### src/rtl/riscv_axi_pkg.sv
// Shared definitions for the RISC-V memory arbiter: FSM states, owner tags and
// the AXI response constant.
package riscv_axi_pkg;

    typedef enum logic [2:0] {
        ST_IDLE    = 3'd0,
        ST_RD_AR   = 3'd1,
        ST_RD_R    = 3'd2,
        ST_WR_AW_W = 3'd3,
        ST_WR_B    = 3'd4
    } arb_state_e;

    typedef enum logic {
        OWN_INST = 1'b0,
        OWN_DATA = 1'b1
    } owner_e;

    localparam logic [1:0] AXI_RESP_OKAY = 2'b00;

endpackage

### src/rtl/riscv_mem_arbiter.sv
// Arbitrates instruction-fetch and load/store requests onto a single AXI master,
// one transaction in flight, round-robin when both ports request together.
module riscv_mem_arbiter
    import riscv_axi_pkg::*;
#(
    parameter int ADDR_W = 32,
    parameter int DATA_W = 32
) (
    input  logic                  riscv_cpu_clk,
    input  logic                  riscv_cpu_reset_n,

    input  logic                  inst_req_valid,
    output logic                  inst_req_ready,
    input  logic [ADDR_W-1:0]     inst_addr,
    output logic [DATA_W-1:0]     inst_rdata,
    output logic                  inst_rvalid,
    input  logic                  inst_rready,

    input  logic                  data_req_valid,
    input  logic                  data_we,
    input  logic [ADDR_W-1:0]     data_addr,
    input  logic [DATA_W-1:0]     data_wdata,
    input  logic [DATA_W/8-1:0]   data_wstrb,
    output logic                  data_req_ready,
    output logic [DATA_W-1:0]     data_rdata,
    output logic                  data_rvalid,
    input  logic                  data_rready,
    output logic                  data_wdone,

    output logic                  mem_err,

    output logic [ADDR_W-1:0]     riscv_cpu_axi_if_araddr,
    output logic                  riscv_cpu_axi_if_arvalid,
    input  logic                  riscv_cpu_axi_if_arready,
    input  logic [DATA_W-1:0]     riscv_cpu_axi_if_rdata,
    input  logic                  riscv_cpu_axi_if_rvalid,
    output logic                  riscv_cpu_axi_if_rready,
    input  logic [1:0]            riscv_cpu_axi_if_rresp,
    output logic [ADDR_W-1:0]     riscv_cpu_axi_if_awaddr,
    output logic                  riscv_cpu_axi_if_awvalid,
    input  logic                  riscv_cpu_axi_if_awready,
    output logic [DATA_W-1:0]     riscv_cpu_axi_if_wdata,
    output logic [DATA_W/8-1:0]   riscv_cpu_axi_if_wstrb,
    output logic                  riscv_cpu_axi_if_wvalid,
    input  logic                  riscv_cpu_axi_if_wready,
    input  logic                  riscv_cpu_axi_if_bvalid,
    output logic                  riscv_cpu_axi_if_bready,
    input  logic [1:0]            riscv_cpu_axi_if_bresp
);

    arb_state_e            state_q, state_d;
    owner_e                owner_q, owner_d;
    owner_e                last_q, last_d;
    logic [ADDR_W-1:0]     addr_q, addr_d;
    logic [DATA_W-1:0]     wdata_q, wdata_d;
    logic [DATA_W/8-1:0]   wstrb_q, wstrb_d;
    logic                  aw_pend_q, aw_pend_d;
    logic                  w_pend_q, w_pend_d;
    logic                  mem_err_q, mem_err_d;
    logic                  wdone_q, wdone_d;

    logic                  grant_inst, grant_data;
    logic                  owner_rready;

    // Grant only in IDLE; on a tie the port not served last wins.
    always_comb begin
        grant_inst = 1'b0;
        grant_data = 1'b0;
        if (state_q == ST_IDLE) begin
            if (inst_req_valid && data_req_valid) begin
                grant_data = (last_q == OWN_INST);
                grant_inst = (last_q == OWN_DATA);
            end else begin
                grant_inst = inst_req_valid;
                grant_data = data_req_valid;
            end
        end
    end

    assign owner_rready = (owner_q == OWN_INST) ? inst_rready : data_rready;

    always_comb begin
        state_d   = state_q;
        owner_d   = owner_q;
        last_d    = last_q;
        addr_d    = addr_q;
        wdata_d   = wdata_q;
        wstrb_d   = wstrb_q;
        aw_pend_d = aw_pend_q;
        w_pend_d  = w_pend_q;
        mem_err_d = 1'b0;
        wdone_d   = 1'b0;
        case (state_q)
            ST_IDLE: begin
                if (grant_data) begin
                    owner_d = OWN_DATA;
                    last_d  = OWN_DATA;
                    addr_d  = data_addr;
                    wdata_d = data_wdata;
                    wstrb_d = data_wstrb;
                    if (data_we) begin
                        state_d   = ST_WR_AW_W;
                        aw_pend_d = 1'b1;
                        w_pend_d  = 1'b1;
                    end else begin
                        state_d = ST_RD_AR;
                    end
                end else if (grant_inst) begin
                    owner_d = OWN_INST;
                    last_d  = OWN_INST;
                    addr_d  = inst_addr;
                    wdata_d = '0;
                    wstrb_d = '0;
                    state_d = ST_RD_AR;
                end
            end
            ST_RD_AR: begin
                if (riscv_cpu_axi_if_arready) state_d = ST_RD_R;
            end
            ST_RD_R: begin
                if (riscv_cpu_axi_if_rvalid && owner_rready) begin
                    state_d   = ST_IDLE;
                    mem_err_d = (riscv_cpu_axi_if_rresp != AXI_RESP_OKAY);
                end
            end
            ST_WR_AW_W: begin
                // AW and W retire independently; move on once both are accepted.
                aw_pend_d = aw_pend_q & ~riscv_cpu_axi_if_awready;
                w_pend_d  = w_pend_q & ~riscv_cpu_axi_if_wready;
                if (!aw_pend_d && !w_pend_d) state_d = ST_WR_B;
            end
            ST_WR_B: begin
                if (riscv_cpu_axi_if_bvalid) begin
                    state_d   = ST_IDLE;
                    wdone_d   = 1'b1;
                    mem_err_d = (riscv_cpu_axi_if_bresp != AXI_RESP_OKAY);
                end
            end
            default: state_d = ST_IDLE;
        endcase
    end

    always_ff @(posedge riscv_cpu_clk or negedge riscv_cpu_reset_n) begin
        if (!riscv_cpu_reset_n) begin
            state_q   <= ST_IDLE;
            owner_q   <= OWN_INST;
            last_q    <= OWN_INST;
            addr_q    <= '0;
            wdata_q   <= '0;
            wstrb_q   <= '0;
            aw_pend_q <= 1'b0;
            w_pend_q  <= 1'b0;
            mem_err_q <= 1'b0;
            wdone_q   <= 1'b0;
        end else begin
            state_q   <= state_d;
            owner_q   <= owner_d;
            last_q    <= last_d;
            addr_q    <= addr_d;
            wdata_q   <= wdata_d;
            wstrb_q   <= wstrb_d;
            aw_pend_q <= aw_pend_d;
            w_pend_q  <= w_pend_d;
            mem_err_q <= mem_err_d;
            wdone_q   <= wdone_d;
        end
    end

    // Grant readies are combinational on the request valids, so gate them
    // with reset to keep every ready low while reset is held.
    assign inst_req_ready = grant_inst & riscv_cpu_reset_n;
    assign data_req_ready = grant_data & riscv_cpu_reset_n;

    assign riscv_cpu_axi_if_araddr  = addr_q;
    assign riscv_cpu_axi_if_arvalid = (state_q == ST_RD_AR);
    assign riscv_cpu_axi_if_rready  = (state_q == ST_RD_R) & owner_rready;

    assign riscv_cpu_axi_if_awaddr  = addr_q;
    assign riscv_cpu_axi_if_awvalid = (state_q == ST_WR_AW_W) & aw_pend_q;
    assign riscv_cpu_axi_if_wdata   = wdata_q;
    assign riscv_cpu_axi_if_wstrb   = wstrb_q;
    assign riscv_cpu_axi_if_wvalid  = (state_q == ST_WR_AW_W) & w_pend_q;
    assign riscv_cpu_axi_if_bready  = (state_q == ST_WR_B);

    assign inst_rvalid = (state_q == ST_RD_R) && (owner_q == OWN_INST) && riscv_cpu_axi_if_rvalid;
    assign data_rvalid = (state_q == ST_RD_R) && (owner_q == OWN_DATA) && riscv_cpu_axi_if_rvalid;
    assign inst_rdata  = ((state_q == ST_RD_R) && (owner_q == OWN_INST)) ? riscv_cpu_axi_if_rdata : '0;
    assign data_rdata  = ((state_q == ST_RD_R) && (owner_q == OWN_DATA)) ? riscv_cpu_axi_if_rdata : '0;

    assign data_wdone = wdone_q;
    assign mem_err    = mem_err_q;

endmodule

### config.mk
export PLATFORM = sky130hd
export DESIGN_NAME = riscv_mem_arbiter
export DESIGN_NICKNAME = d
export VERILOG_FILES = /design/src/rtl/riscv_axi_pkg.sv /design/src/rtl/riscv_mem_arbiter.sv
export SDC_FILE = /design/constraint.sdc
export NUM_CORES = 1
export LEC_CHECK = 0
export ABC_AREA = 1
export CELL_PAD_IN_SITES_DETAIL_PLACEMENT = 1
export CELL_PAD_IN_SITES_GLOBAL_PLACEMENT = 2
export CORE_MARGIN = 5
export CORE_UTILIZATION = 16
export CTS_CLUSTER_DIAMETER = 100
export DETAILED_ROUTE_END_ITERATION = 6
export GPL_ROUTABILITY_DRIVEN = 0
export PLACE_DENSITY = 0.79
export SLEW_MARGIN = 30
export SYNTH_ARGS = -nofsm -noshare
export SYNTH_HDL_FRONTEND = slang
export SYNTH_SLANG_ARGS = --single-unit
export TNS_END_PERCENT = 100
### constraint.sdc
create_clock -name riscv_cpu_clk -period 1.92 [get_ports riscv_cpu_clk]
set_clock_uncertainty 0.05 [all_clocks]
set_input_delay 0.384 -clock riscv_cpu_clk [delete_from_list [all_inputs] [get_ports riscv_cpu_clk]]
set_output_delay 0.384 -clock riscv_cpu_clk [all_outputs]
set_load 0.005 [all_outputs]
==> results.yml <==
outcome:
  violations: "negative setup slack"
  status: "complete, but fails checks"
finish:
  drive_above_1_share: 0.232
  area_growth_pct: 106
  fill_cells: 3003
  fin_area_um2: 8490
  multiInputGateArea_um2: 1940
  register_area_um2: 1900
  diodes: 0
  post-route-util: 0.336
  nets: 1039
  fin_cells: 1226
worst_hold_path:
  hold_path.class: "in -> async"
route:
  drc_errors: 0
  antenna_violating_nets_post_route: 0
  drt_first_pass_iters: 4
  dr_total_vias: 4793
  drt-initial-drc-count: 132
  routed_wirelength_um: 20500
  vias_per_cell: 3.91
  wl_per_cell_um: 16.7
timing:
  rsz0062_at_grt: "true"
  setup_violations: 57
  fin_crit_sh: 1.07
  hold_viol: 0
  clock.fmax_ghz: 0.485
  slew_headroom: 0.679
  holdWs_ps: 19.4
  setup_ws_ps: -142
  tightest_slew_ps: 481
  min_period_ps: 2060
  maxSlewViolCount: 0
  tns_ps: -5440
critical_path:
  reg2reg_depth: 9
  critPathRequiredTime_ps: 1490
  start_kind: "flop"
  crit_type: "reg -> out"
  r2r-end: "riscv_cpu_axi_if_araddr[2]"
  cp-end-kind: "output port"
  rrSetupSlack_ps: 90
  crit_end: "data_rdata[18]"
  cp_max_fo: 8
  r2r_start: "state_q[0]"
  critPathLaunch: "state_q[0]"
  critPathArrivalTime_ps: 1630
placement:
  dp_hpwl_um: 14600
  io_buffers: 322
  place_area_um2: 7610
  dp.cells: 1188
  pre_cts_ws_ps: -274
floorplanning:
  die_area_um2: 29100
  die_w_um: 171
  core-area_um2: 25300
  pin_count: 323
  initial_utilization: 0.163
  rows: 58
  die-height_um: 171
grt:
  grt_remaining_overflow: 0
  antenna_found_initial: 0
  grt_max_degree: 77
  grt_pass1_vias: 4934
  grtUsageTotal: 0.130
  grt_pass1_wl_um: 29100
clocking:
  clock-sinks: 76
  cts_root_buffer: "clkbuf_16"
  clk_pin_slew_worst_paths_ps: 70
  cts_tree: "yes"
  cts_hold_buf: 0
  clkLatencyLatePin_ps: 340
  clk_path_buf_depth: 2
  htreeDepth: 3
  numCtsBuffers: 9
synthesis:
  syn_avg_cell_area_um2: 7.12
  synth_nets: 727
  netlist_area_um2: 4120
  yosysSeqAreaShare: 0.461
  ys_ff_latch: 76
  ys_types: 17
  synthCells: 579
  synth_warnings: 0
power_and_ir_drop:
  peakVddDrop_mv: 0.610
  p_total_mw: 11.6
  power_density_nw_per_um2: 1360
  p_leak_nw: 4.10
flow_run:
  cap_violations: 0
[metal layers]
layer / routed length (µm) / up-vias / track usage
li1: - / 2361 / -
met1: 7340 / 2200 / 0.137
met2: 10800 / 207 / 0.240
met3: 1940 / 25 / 0.0425
met4: 466 / 0 / 0.0486
met5: 0 / - / 0
[logic make-up (layout without fill, tap and decap cells)]
kind of cell,count (synthesis),count (layout),share of synthesized area
and+or+nand+nor,280,280,0.271
AOI/OAI and AO/OA,75,75,0.0928
buffers and inverters,148,465,0.175
DFF,76,76,0.461
[repair_timing]
action,CTS,global route
buffers inserted,10,6
pin swaps,4,7
resized for setup,328,115
setup endpoints to repair,75,116
cloned,6,1
[where the power goes]
group / internal, mW / switching, mW
clock: 1.15 / 0.753
sequential: 2.32 / 0.529
combinational: 3.71 / 3.11
total: 7.18 / 4.40
[cell usage after synthesis (all sizes together)]
| cell type | instances | area share |
|---|---|---|
| a21oi | 7 | 0.0094 |
| a31oi | 1 | 0.0015 |
| buf | 54 | 0.089 |
| clkbuf | 10 | 0.0091 |
| dfrtp | 76 | 0.46 |
| inv | 84 | 0.076 |
| nand2 | 159 | 0.14 |
| nand3 | 44 | 0.053 |
| nor2 | 76 | 0.069 |
| nor3 | 1 | 0.0039 |
| o21ai | 66 | 0.080 |
| o31ai | 1 | 0.0018 |
[how the worst min path moves through the flow]
stage                             endpoint  slack [ps]                       start  cells after the start
3_3_place_gp     riscv_cpu_axi_if_wdata[5]         400   riscv_cpu_axi_if_wdata[5]                      2
6_report       riscv_cpu_axi_if_araddr[26]          20           riscv_cpu_reset_n                      2
5_1_grt         riscv_cpu_axi_if_araddr[3]          60           riscv_cpu_reset_n                      2
4_1_cts        riscv_cpu_axi_if_araddr[12]          70           riscv_cpu_reset_n                      2
3_5_place_dp    riscv_cpu_axi_if_wdata[15]         410  riscv_cpu_axi_if_wdata[15]                      2
2_1_floorplan                    aw_pend_q          40           riscv_cpu_reset_n                      0
[cells in the final DEF, fill, tap and decap left out, types with 3 or more instances in the layout]
cell,instances
clkinvlp_4,3
nor2_1,13
buf_2,49
clkbuf_2,3
inv_2,3
buf_12,10
dfrtp_1,76
o21ai_0,3
nand2_1,154
nand3_1,43
nand2_2,3
buf_4,20
nor2_2,22
inv_1,80
a21oi_1,6
o21ai_1,62
buf_6,25
buf_16,6
nor2_4,41
clkdlybuf4s50_1,248
clkbuf_16,10
[layout make-up]
cell class / instances / share of cell area
timing repair buffer: 365 / 0.424
tap: 330 / 0.0486
multi-input combinational: 355 / 0.228
sequential: 76 / 0.224
clock buffer: 9 / 0.0265
inverter: 84 / 0.0374
clock inverter: 7 / 0.0118
[flip-flops by register name, summed over array words and instances, names as in the netlist]
signal,count
aw_pend_q,1
data_wdone,1
last_q,1
mem_err,1
riscv_cpu_axi_if_araddr,32
riscv_cpu_axi_if_wdata,32
riscv_cpu_axi_if_wstrb,4
state_q,3
w_pend_q,1
[critical path, cell delays in order, from the launching register on]
cell and delay (ps):
dfrtp_1 390, inv_2 80, nand3_4 90, inv_4 100, buf_6 120, nand2_8 90, clkbuf_16 190, nor2_2 80
buf_2 130
Note: power is estimated with default switching activity, not from simulation.
